===== config.mk =====
export PLATFORM = sky130hd
export DESIGN_NAME = rob_retire_ctrl
export DESIGN_NICKNAME = d
export VERILOG_FILES = /design/src/rtl/rob_retire_ctrl.sv
export SDC_FILE = /design/constraint.sdc
export NUM_CORES = 1
export LEC_CHECK = 0
export BUFFER_PORTS_ARGS = -buffer_cell sky130_fd_sc_hd__buf_2
export CORE_MARGIN = 2
export CORE_UTILIZATION = 37
export CTS_CLUSTER_SIZE = 28
export DETAILED_ROUTE_END_ITERATION = 6
export PLACE_DENSITY = 0.91
export SYNTH_ARGS = -nofsm -noshare
export SYNTH_HDL_FRONTEND = slang
export SYNTH_SLANG_ARGS = --single-unit

===== constraint.sdc =====
create_clock -name clock -period 2.32 [get_ports clock]
set_clock_uncertainty 0.2 [all_clocks]
set_input_delay 0.232 -clock clock [delete_from_list [all_inputs] [get_ports clock]]
set_output_delay 0.232 -clock clock [all_outputs]
set_load 0.02 [all_outputs]

===== src/rtl/rob_retire_ctrl.sv =====
// Purpose : in-order ROB retirement sequencer with mispredict tail restore, recovery freeze and sticky halt.
// Latency : num_retiring / tail_restore_* are combinational (0 cycles); halted / recovering update at the next edge.
// Backpress: retire_stall=1 forces num_retiring=0 and suppresses restore/halt/recover transitions that cycle.
// Optional : define RETIRE_PERF_EN to build the retired_total / stall_cycles counters (tied to 0 otherwise).

`ifndef N
`define N 2
`endif
`ifndef ROB_SZ
`define ROB_SZ 32
`endif

module rob_retire_ctrl #(
  parameter int N           = `N,
  parameter int ROB_SZ      = `ROB_SZ,
  parameter int RECOVER_CYC = 2,
  localparam int NUM_SCALAR_BITS = $clog2(N + 1),
  localparam int ROB_SZ_BITS     = $clog2(ROB_SZ)
) (
  input  logic                                clock,
  input  logic                                reset,
  input  logic [NUM_SCALAR_BITS-1:0]          rob_outputs_valid,
  input  logic [N-1:0]                        head_complete,
  input  logic [N-1:0]                        head_mispredict,
  input  logic [N-1:0]                        head_halt,
  input  logic [N-1:0][ROB_SZ_BITS-1:0]       head_tail_ckpt,
  input  logic                                retire_stall,
  output logic [NUM_SCALAR_BITS-1:0]          num_retiring,
  output logic                                tail_restore_valid,
  output logic [ROB_SZ_BITS-1:0]              tail_restore,
  output logic                                halted,
  output logic                                recovering,
  output logic [31:0]                         retired_total,
  output logic [31:0]                         stall_cycles
);

  typedef enum logic [1:0] {
    S_RUN     = 2'd0,
    S_RECOVER = 2'd1,
    S_HALTED  = 2'd2
  } state_e;

  state_e                      state_q, state_d;
  logic [3:0]                  cnt_q, cnt_d;

  logic [NUM_SCALAR_BITS-1:0]  scan_cnt;
  logic                        scan_stop;
  logic                        hit_mis;
  logic                        hit_halt;
  logic [ROB_SZ_BITS-1:0]      hit_ckpt;

  logic [NUM_SCALAR_BITS-1:0]  num_d;
  logic                        trv_d;
  logic [ROB_SZ_BITS-1:0]      tr_d;

  // Oldest-first scan: count contiguous complete slots, stop after the first mispredict/halt.
  always_comb begin
    scan_cnt  = '0;
    scan_stop = 1'b0;
    hit_mis   = 1'b0;
    hit_halt  = 1'b0;
    hit_ckpt  = '0;
    for (int i = 0; i < N; i++) begin
      if (!scan_stop) begin
        if ((i < int'(rob_outputs_valid)) && head_complete[i]) begin
          scan_cnt = scan_cnt + NUM_SCALAR_BITS'(1);
          if (head_mispredict[i] || head_halt[i]) begin
            scan_stop = 1'b1;
            hit_mis   = head_mispredict[i];
            hit_halt  = head_halt[i];
            hit_ckpt  = head_tail_ckpt[i];
          end
        end else begin
          scan_stop = 1'b1;
        end
      end
    end
  end

  // Next-state and combinational retire outputs; HALTED takes priority over RECOVER.
  always_comb begin
    state_d = state_q;
    cnt_d   = cnt_q;
    num_d   = '0;
    trv_d   = 1'b0;
    tr_d    = '0;
    case (state_q)
      S_RUN: begin
        if (!retire_stall) begin
          num_d = scan_cnt;
          if (hit_mis) begin
            trv_d   = 1'b1;
            tr_d    = hit_ckpt;
            state_d = S_RECOVER;
            cnt_d   = 4'(RECOVER_CYC);
          end
          if (hit_halt) begin
            state_d = S_HALTED;
            cnt_d   = '0;
          end
        end
      end
      S_RECOVER: begin
        // Leave on the cycle the counter reaches zero; a zero count is treated as already expired.
        if (cnt_q <= 4'd1) begin
          cnt_d   = '0;
          state_d = S_RUN;
        end else begin
          cnt_d = cnt_q - 4'd1;
        end
      end
      S_HALTED: begin
        cnt_d = '0;
      end
      default: begin
        state_d = S_RUN;
        cnt_d   = '0;
      end
    endcase
  end

  // Outputs are held quiet while reset is asserted.
  assign num_retiring       = reset ? '0   : num_d;
  assign tail_restore_valid = reset ? 1'b0 : trv_d;
  assign tail_restore       = reset ? '0   : tr_d;

  // State and recovery counter registers.
  always_ff @(posedge clock or posedge reset) begin
    if (reset) begin
      state_q <= S_RUN;
      cnt_q   <= '0;
    end else begin
      state_q <= state_d;
      cnt_q   <= cnt_d;
    end
  end

  assign halted     = (state_q == S_HALTED);
  assign recovering = (state_q == S_RECOVER);

`ifdef RETIRE_PERF_EN
  logic [31:0] retired_total_q, retired_total_d;
  logic [31:0] stall_cycles_q, stall_cycles_d;
  logic        stall_hit;

  // Perf counters: retired entries (wrapping) and RUN cycles blocked only by downstream stall.
  always_comb begin
    stall_hit       = (state_q == S_RUN) && retire_stall &&
                      (rob_outputs_valid != '0) && head_complete[0];
    retired_total_d = retired_total_q + 32'(num_retiring);
    stall_cycles_d  = stall_cycles_q + (stall_hit ? 32'd1 : 32'd0);
  end

  // Perf counter registers.
  always_ff @(posedge clock or posedge reset) begin
    if (reset) begin
      retired_total_q <= '0;
      stall_cycles_q  <= '0;
    end else begin
      retired_total_q <= retired_total_d;
      stall_cycles_q  <= stall_cycles_d;
    end
  end

  assign retired_total = retired_total_q;
  assign stall_cycles  = stall_cycles_q;
`else
  assign retired_total = 32'd0;
  assign stall_cycles  = 32'd0;
`endif

endmodule

# --- Word-level counts from Yosys, hierarchy flattened ---
# Cells that the tools add are included.
op_classes:
  add_sub_neg: 2
  multipliers: 0
  div: 0
  n_lt_le_gt_ge: 3
  eq_ne: 5
  shifts: 0
  mux: 41
  bitwise: 1
  reduce_logical: 7
op_table:
  columns: ["op", "n"]
  rows:
  - ["$mux W5", 9]
  - ["$mux W2", 9]
  - ["$mux W1", 17]
  - ["$mux W4", 4]
  - ["$pmux W4 S2", 1]
  - ["$pmux W2 S3", 1]
  - ["$le A4 B1 Y1 const B", 1]
  - ["$lt A1 B2 Y1 const A", 2]
  - ["$reduce_and A4 Y1", 1]
  - ["$sub A4 B1 Y4 const B", 1]
  - ["$ne A3 B3 Y1 const B", 1]
  - ["$add A2 B1 Y2 const B", 1]
  - ["$eq A2 B1 Y1 const B", 1]
  - ["$eq A2 B2 Y1 const B", 1]
  - ["$logic_and A1 B1 Y1", 2]
  - ["$logic_not A2 Y1", 1]
  - ["$logic_or A1 B1 Y1", 2]
  - ["$ne A2 B1 Y1 const B", 1]
  - ["$ne A2 B2 Y1 const B", 1]
  - ["$reduce_and A2 Y1", 1]
  - ["$not A1 Y1", 1]
totals:
  ff_bits: 6
  latch_bits: 0
  mem_bits_rw: 0
  romBits: 0
  inputBits: 21
  out_inout_bits: 74
  word_cells: 61
  mem_count: 0

# --- Depth between registers and ports, before layout ---
# Gate-level depths: netlist (run 1).
depth:
  ltp_word: 10
  ltp_mapped: 6
  mapped_depth_nobuf: 6

# --- Worst setup path before layout (run 1) ---
# OpenSTA, ideal clock, no wires.
synth_path:
  path_kind: "reg-to-reg"
  from: "register cnt_q[0]"
  to: "register cnt_q[2]"
  arrival_ps: 1281
  t_required_ps: 1987
  path_slack_ps: 706
  path_stages_with_launch: 7
  path_buffers: 0
  path_cell_list: "dfrtp_1 > inv_1 > ha_1 > nor2_1 > o31ai_2 > o221ai_1 > o2bb2ai_1"
synth_via:
  elab_chain_cells: 3
synth_lines:
  columns: ["item", "line", "rtl"]
  rows:
  - ["start: declaration", "44", "logic [3:0] cnt_q, cnt_d;"]
  - ["start signal: assignment", "134", "cnt_q <= cnt_d;"]
  - ["$sub A4 B1 Y4 / $le A4 B1 Y1 (equally long branches)", "109, 105", null]
  - ["$mux W4 *", "105", "if (cnt_q <= 4'd1) begin"]
  - ["$pmux W4 S2 *", "87", "case (state_q)"]
# Mark *: on every way between the ends. The rest lies on a longest branch, timed or not.
# A chain may end at the register's enable or synchronous reset.

# --- Final worst setup path (run 1) ---
layout_path:
  from: "input reset"
  to: "output tail_restore[4]"
layout_via:
  elab_chain_cells: 1
layout_lines:
  columns: ["item", "line", "rtl"]
  rows:
  - ["start: declaration", "21", "input logic reset,"]
  - ["$mux W5", "125", "assign tail_restore = reset ? '0 : tr_d;"]
  - ["end: declaration", "30", "output logic [ROB_SZ_BITS-1:0] tail_restore,"]
# No other way between the ends.

==> results of run 1 <==
cell type report:
class / instances / area, um2 / share of cell area
Sequential cell: 6 / 150 / 0.153
Inverter: 5 / 18.8 / 0.0191
Clock buffer: 3 / 22.5 / 0.0229
Multi-Input combinational cell: 115 / 593 / 0.604
Timing Repair Buffer: 31 / 160 / 0.163
Tap cell: 30 / 37.5 / 0.0382
where the power goes:
group          leakage, nW  internal, W  switching [W]
Clock               0.0138    0.0000584      0.0000358
Sequential          0.0782     0.000147      0.0000396
Combinational        0.520     0.000129       0.000253
registers in the layout, indices dropped and copies added, names as in the netlist:
signal,flops
cnt_q,4
state_q,2
worst max path at each step:
stage                     startpoint              end  slack [ns]  depth (start not counted)
final                          reset  tail_restore[4]        0.29                          7
after global routing           reset  tail_restore[2]        0.14                          7
after CTS                      reset  tail_restore[4]        0.29                          7
after detailed placement    cnt_q[0]         cnt_q[2]        0.51                          6
after global placement      cnt_q[0]         cnt_q[2]        0.55                          6
after floorplan             cnt_q[0]         cnt_q[2]        0.71                          6
stage by stage:
stage | instances | cell area (um2) | hold slack (ns)
after global placement | 186 | 950 | -0.0360
after global routing | 190 | 982 | 0.132
after detailed placement | 186 | 950 | -0.0323
after floorplan | 190 | 1240 | -0.177
final | 190 | 982 | 0.146
after CTS | 190 | 982 | 0.142
routing by layer:
metal  global-route usage  wire length [um]
met1                0.101               594
met2                0.192               844
met3               0.0372               193
met4               0.0510                26
met5                    0                 0
logic make-up after synthesis:
| family | after synthesis | share of synthesized area |
|---|---|---|
| AO/OA/AOI/OAI | 24 | 0.194 |
| AND/OR/NAND/NOR | 24 | 0.119 |
| buffers and inverters | 69 | 0.496 |
| other | 1 | 0.00373 |
| adder cells (fa/ha/maj) | 3 | 0.0373 |
| flip-flops | 6 | 0.149 |
cell usage in the layout, fill, tap and decap left out, types with 2 or more instances in the layout:
cell type	synthesis	routed
nor2_1	11	11
a21o_1	3	3
o211ai_1	2	2
ha_1	3	3
nand4_1	2	2
inv_1	5	5
nand3_1	2	2
dfrtp_1	6	6
clkbuf_4	0	3
a22oi_1	6	6
conb_1	1	64
nand2_1	2	2
buf_2	0	30
a21oi_1	3	3
critical path: cells and delay by family:
kind	cells	cell delay (ns)
AOI/OAI and AO/OA	1	0.24
buffers and inverters	3	0.84
and+or+nand+nor	3	0.29
repair_timing:
item / in CTS / in global routing
buffers inserted: 0 / 0
hold buffers: 1 / 0
endpoints found under the hold margin: 6 / 0
==> flow_metrics.tcl, run 1 <==
set metrics [dict create \
    status "completed" \
    numPortBuffers 30 \
    synth-seq-cells 6 \
    cts_tree "done" \
    cts_root_buf "clkbuf_4" \
    cts-resized-gates 0 \
    cts.clk_slew.worst_paths_ns 0.04 \
    grt_pass1_wl_um 2610 \
    timing.fmax_mhz 493 \
    rows 18 \
    finalNetCount 186 \
    ys.flop_type "dfrtp_1" \
    place.gp.congestion 0.789 \
    rr_worst_depth 6 \
    die_y_um 56.1 \
    first_iter_violations 7 \
    p_per_area_mw_per_mm2 675 \
    worstHoldPathType "in -> reg" \
    critPathLaunchType "input pin" \
    post-dp-hpwl_um 1490 \
    drv_cap 0 \
    p_leak_nw 0.612 \
    hold_end "state_q[1]" \
    rsz0062_at_grt "false" \
    antenna_found_initial 0 \
    totalPowerFinal_w 0.000663 \
    die_area_mm2 0.00315 \
    dp_worst_setup_slack_ns 0.506 \
    wire_per_inst_um 8.73 \
    area_growth_pct -2.36 \
    ios 95 \
    ant_nets 0 \
    synth-edff-count 0 \
    crit_chain "dlygate4sd3_1 > buf_2 > nor2_1 > nand2_1 > a21o_1 > nor2_1 > buf_2" \
    cp_slowest_cell "dlygate4sd3_1" \
    setup_tns_ns 0 \
    cts.sinks 6 \
    cts_buffers 3 \
    yosys_warnings 0 \
    path_max_fanout 6 \
    cp_data_required_time_ns 1.89 \
    route.detailed.drc 0 \
    synthDistinctLibCells 30 \
    grt_overflow 0 \
    grt_max_degree 8 \
    r2r_slack_ns 0.51 \
    report.final.slew_viol_count 0 \
    wl_um 1660 \
    dr.pass1.iters 3 \
    hold_depth 3 \
    utilization 0.389 \
    cp.arrival_ns 1.60 \
    holdCritStartpoint "retire_stall" \
    fin_crit_sh 0.874 \
    ys_async_sr_fraction 1.00 \
    die-width_um 56.1 \
    synth_top_area_frac 0.478 \
    grtUsageTotal 0.104 \
    setup-violations-final 0 \
    num_vias 765 \
    yosysMostFrequentCell "buf_4" \
    fin_ws_ns 0.292 \
    syn_inst 127 \
    first_global_vias 621 \
    syn_avg_cell_area_um2 7.92 \
    ys_seq_area_frac 0.149 \
    antennaDiodeCount 0 \
    crit_type "in -> out" \
    r2r-start "cnt_q[1]" \
    fillers 273 \
    ys_top_cells_by_area "buf_4, dfrtp_1, a22oi_1" \
    timing.rr.end "cnt_q[2]" \
    synth_area_mm2 0.00101 \
    htree_levels 1 \
    clock_tree.buffer_depth 2 \
    core_area_mm2 0.00252 \
    hold_viol 0 \
    min_period_ns 2.03 \
    initial_core_util 0.399 \
    synthTopCellsByCount "buf_4, nor2_1, a22oi_1, dfrtp_1, inv_1" \
    vdd_drop_max_mv 0.363 \
    slowest_delay_ns 0.54 \
    clock_latency_ns 0.24 \
    synth_top_area_cell "buf_4" \
    cp-end-kind "primary output" \
    drive_gt1_frac 0.244 \
    vias_per_cell 4.03 \
]
Power figures use the tool's default switching activity.
==> run 2, diff against run 1 <==
--- a/config.mk
+++ b/config.mk
@@ -5,12 +5,13 @@
 export SDC_FILE = /design/constraint.sdc
 export NUM_CORES = 1
 export LEC_CHECK = 0
-export BUFFER_PORTS_ARGS = -buffer_cell sky130_fd_sc_hd__buf_2
+export BUFFER_PORTS_ARGS = -buffer_cell sky130_fd_sc_hd__buf_4
 export CORE_MARGIN = 2
 export CORE_UTILIZATION = 37
 export CTS_CLUSTER_SIZE = 28
 export DETAILED_ROUTE_END_ITERATION = 6
 export PLACE_DENSITY = 0.91
+export SLEW_MARGIN = 20
 export SYNTH_ARGS = -nofsm -noshare
 export SYNTH_HDL_FRONTEND = slang
 export SYNTH_SLANG_ARGS = --single-unit
==> run 2 against run 1 <==
Against the previous run:
- largest cell class unchanged
- routed wire length grew 1.9%
- sequential power is essentially flat
- die area is the same
- setup slack worse by 0.013 ns
- sequential share of layout area is 1.1 points lower
- clock power is 3.8% lower
- first-iteration DRC count rose by 14%
- final cell count did not move
- utilization up 3.0 points
- largest power group unchanged
- total power up 2.3%
==> flow_metrics.tcl, run 2 (same netlist as run 1, synthesis figures left out) <==
set metrics [dict create \
    fin_crit_sh 0.880 \
    layout_commonest_cell "conb_1" \
    cp.arrival_ns 1.61 \
    p_clk_frac 0.134 \
    hold_end "state_q[1]" \
    utilization 0.419 \
    r2r_slack_ns 0.47 \
    cp_data_required_time_ns 1.89 \
    top_register "cnt_q" \
    area_growth_pct 5.10 \
    p_leak_nw 0.629 \
    vias_per_cell 4.11 \
    setup_tns_ns 0 \
    finalNetCount 186 \
    ant_nets 0 \
    rows 18 \
    setup-violations-final 0 \
    largestRegisters "cnt_q (4), state_q (2)" \
    ctsHoldBuffers 1 \
    timing.rr.end "cnt_q[2]" \
    vdd_drop_max_mv 0.408 \
    route.detailed.drc 0 \
    cts_tree "done" \
    first_global_vias 621 \
    ios 95 \
    grt_max_degree 8 \
    initial_core_util 0.399 \
    worst_pin_slew_ns 0.496 \
    fillers 263 \
    hold_depth 3 \
    cts.sinks 6 \
    min_period_ns 2.04 \
    die_area_mm2 0.00315 \
    htree_levels 1 \
    slew_headroom 0.668 \
    first_iter_violations 8 \
    path_max_fanout 6 \
    dr.pass1.iters 5 \
    cts_root_buf "clkbuf_4" \
    post_cts_buffers 0 \
    critPathLaunchType "input pin" \
    status "completed" \
    combPwrFrac 0.590 \
    power.internal_w 0.000353 \
    cts_buffers 3 \
    rr_worst_depth 6 \
    p_per_area_mw_per_mm2 641 \
    hold_viol 0 \
    drive_gt1_frac 0.244 \
    swShare 0.480 \
    holdCritStartpoint "retire_stall" \
    die_y_um 56.1 \
    p_seq_frac 0.276 \
    num_vias 780 \
    numPortBuffers 30 \
    rsz0062_at_grt "false" \
    report.final.slew_viol_count 0 \
    drv_cap 0 \
    crit_type "in -> out" \
    grt_pass1_wl_um 2600 \
    clock_tree.buffer_depth 2 \
    final_cell_mix "conb_1, buf_4, nor2_1" \
    cp-end-kind "primary output" \
    timing.fmax_mhz 490 \
    cts-resized-gates 0 \
    switching_power_w 0.000325 \
    grtUsageTotal 0.100 \
    wire_per_inst_um 8.89 \
    wl_um 1690 \
    clock_latency_ns 0.24 \
    largest_reg_flops 4 \
    grt_overflow 0 \
    worstHoldPathType "in -> reg" \
    core_area_mm2 0.00252 \
    place.gp.congestion 0.792 \
    antenna_found_initial 0 \
    cts.clk_slew.worst_paths_ns 0.04 \
    die-width_um 56.1 \
    antennaDiodeCount 0 \
    r2r-start "cnt_q[0]" \
]
[run 2: cell type report]
| cell class | count | area (um2) | share of cell area |
|---|---|---|---|
| clock buffer | 3 | 22.5 | 0.0213 |
| inverter | 5 | 18.8 | 0.0178 |
| multi-input combinational | 115 | 593 | 0.561 |
| sequential | 6 | 150 | 0.142 |
| tap | 30 | 37.5 | 0.0355 |
| timing repair buffer | 31 | 235 | 0.222 |
[run 2: per-stage QoR]
step	instances	hold WS (ns)	setup WS (ns)	total power, W	area, um2
CTS	190	0.135	0.276	0.000685	1060
global route	190	0.134	0.150	0.000741	1060
floorplan	190	-0.177	0.706	0.000569	1240
detailed placement	186	-0.0245	0.452	0.000592	1020
finish	190	0.142	0.279	0.000678	1060
global placement	186	-0.0280	0.541	0.000574	1020
[run 2: worst max-delay path by stage]
stage | from | to | cells past startpoint
after floorplan | cnt_q[0] | cnt_q[2] | 6
after global placement | cnt_q[0] | cnt_q[2] | 6
after detailed placement | cnt_q[0] | cnt_q[2] | 6
after CTS | reset | tail_restore[2] | 7
after global routing | reset | tail_restore[2] | 7
final | reset | tail_restore[4] | 7
[run 2: critical path: stages]
cell and delay [ns]:
dlygate4sd3_1 0.54, buf_4 0.14, nor2_1 0.10, nand2_1 0.08
a21o_1 0.24, nor2_1 0.13, buf_4 0.15
[run 2: routing by layer]
layer	vias to the layer above	track usage	part of all wire
met5	-	0	0
met4	0	0.0204	0
met3	0	0.0209	0.12
met2	61	0.187	0.53
met1	351	0.116	0.35
li1	368	-	-
[run 2: power groups by stage]
stage,clock network (W),logic (W),registers [W]
after floorplan,0,0.000390,0.000179
after global placement,0,0.000389,0.000186
after detailed placement,0,0.000403,0.000189
after CTS,0.0000939,0.000402,0.000189
after global routing,0.0000999,0.000446,0.000195
final,0.0000906,0.000400,0.000187
==> run 3, diff against run 2 <==
==> config.mk (replaced) <==
export PLATFORM = sky130hd
export DESIGN_NAME = rob_retire_ctrl
export DESIGN_NICKNAME = d
export VERILOG_FILES = /design/src/rtl/rob_retire_ctrl.sv
export SDC_FILE = /design/constraint.sdc
export NUM_CORES = 1
export LEC_CHECK = 0
export CORE_MARGIN = 4
export CORE_UTILIZATION = 45
export CTS_CLUSTER_SIZE = 28
export DETAILED_ROUTE_END_ITERATION = 6
export DONT_BUFFER_PORTS = 1
export PLACE_DENSITY = 0.7
export SLEW_MARGIN = 20
export SYNTH_ARGS = -nofsm -noshare
export SYNTH_HDL_FRONTEND = slang
export SYNTH_SLANG_ARGS = --single-unit
==> run 3 against run 2 <==
Against the previous run:
- non-clock buffer count decreased by 30
- sequential share of layout area increased by 3.9 points
- setup slack got worse by 0.041 ns
- routed wire length increased by 11%
- die area decreased by 3.0%
- sequential power about the same
- critical endpoint unchanged
- highest routed layer is now met4
==> flow_metrics.tcl, run 3 (same netlist as run 1, synthesis figures left out) <==
set metrics [dict create \
    die_area_mm2 0.00306 \
    htree_levels 1 \
    finalNetCount 156 \
    fin_crit_sh 0.897 \
    p_leak_nw 0.479 \
    cp.arrival_ns 1.65 \
    route.detailed.drc 0 \
    grt_overflow 0 \
    utilization 0.406 \
    cp-end-kind "primary output" \
    cts_tree "done" \
    place.gp.congestion 0.849 \
    vias_per_cell 4.13 \
    post-dp-hpwl_um 1650 \
    hold_viol 0 \
    setup_tns_ns 0 \
    area_growth_pct -17.7 \
    cp_data_required_time_ns 1.89 \
    antennaDiodeCount 0 \
    post_dp_cell_area_um2 796 \
    num_vias 649 \
    whs_ns 0.0292 \
    clock_latency_ns 0.24 \
    cts.sinks 6 \
    top_register "cnt_q" \
    path_max_fanout 6 \
    cts_buffers 3 \
    fillers 206 \
    wire_per_inst_um 11.9 \
    setup-violations-final 0 \
    numPortBuffers 0 \
    report.final.slew_viol_count 0 \
    grt_pass1_wl_um 2750 \
    layout_commonest_cell "conb_1" \
    clock_tree.buffer_depth 2 \
    vdd_drop_max_mv 0.477 \
    p_per_area_mw_per_mm2 774 \
    final_cell_mix "conb_1, nor2_1, a22oi_1, dfrtp_1, inv_1" \
    drive_gt1_frac 0.0692 \
    rsz0062_at_grt "false" \
    grtUsageTotal 0.109 \
    core_area_mm2 0.00204 \
    first_iter_violations 13 \
    ios 95 \
    cts.clk_slew.worst_paths_ns 0.05 \
    cts_root_buf "clkbuf_4" \
    die-width_um 55.3 \
    dp_worst_setup_slack_ns 0.482 \
    worstHoldPathType "in -> reg" \
    critPathLaunchType "register" \
    rows 16 \
    timing.fmax_mhz 480 \
    grt_max_degree 8 \
    crit_type "reg -> out" \
    ant_nets 0 \
    final_area_um2 828 \
    status "completed" \
    cts-resized-gates 0 \
    dr.pass1.iters 4 \
    fin_ws_ns 0.238 \
    min_period_ns 2.08 \
    first_global_vias 613 \
    antenna_found_initial 0 \
    drv_cap 0 \
    wl_um 1870 \
    initial_core_util 0.493 \
    die_y_um 55.3 \
    largestRegisters "cnt_q (4), state_q (2)" \
    largest_reg_flops 4 \
]
[run 3: worst paths after layout]
| path | startpoint | cells past startpoint | to | slack, ns |
|---|---|---|---|---|
| min in group asynchronous | reset | 2 | state_q[1] | 0.16 |
| worst max-delay path | state_q[0] | 4 | tail_restore[4] | 0.24 |
| worst max register to register | cnt_q[0] | 6 | cnt_q[2] | 0.53 |
| max in group asynchronous | reset | 2 | cnt_q[0] | 1.56 |
| worst min-delay path | retire_stall | 2 | state_q[1] | 0.03 |
| worst min register to register | state_q[1] | 1 | state_q[1] | 0.34 |
[run 3: report_power, final]
part	total (W)	internal [W]	leakage [nW]	switching, W
sequential	0.000188	0.000147	0.0782	0.0000413
clock	0.0000975	0.0000586	0.0138	0.0000389
combinational	0.000356	0.000107	0.387	0.000248
[run 3: metrics by stage]
stage	total power, W	std cells
after floorplan	0.000569	190
after global placement	0.000522	153
after detailed placement	0.000540	153
after CTS	0.000643	157
after global routing	0.000698	157
final	0.000641	157
[run 3: layout make-up]
type,count,area (um2),share of cell area
multi-input combinational,115,593,0.716
sequential,6,150,0.181
tap,27,33.8,0.0408
clock buffer,3,22.5,0.0272
inverter,5,18.8,0.0227
timing repair buffer,1,10.0,0.0121
[run 3: per-layer routing]
metal | vias up | wire length (um) | track usage
met2 | 58 | 936 | 0.199
met4 | 0 | 8 | 0.0104
met5 | - | 0 | 0
met1 | 283 | 662 | 0.117
li1 | 306 | - | -
met3 | 2 | 263 | 0.0513
[run 3: timing repair]
item / CTS / global route
endpoints found under the hold margin: 6 / 0
setup buffers: 0 / 0
hold buffers: 1 / 0
[run 3: worst max-delay path, stage by stage, from the launching register on]
cell and delay (ns):
dfrtp_1 0.40, nor2_1 0.24, nand2_1 0.12, a21o_1 0.24, nor2_1 0.39
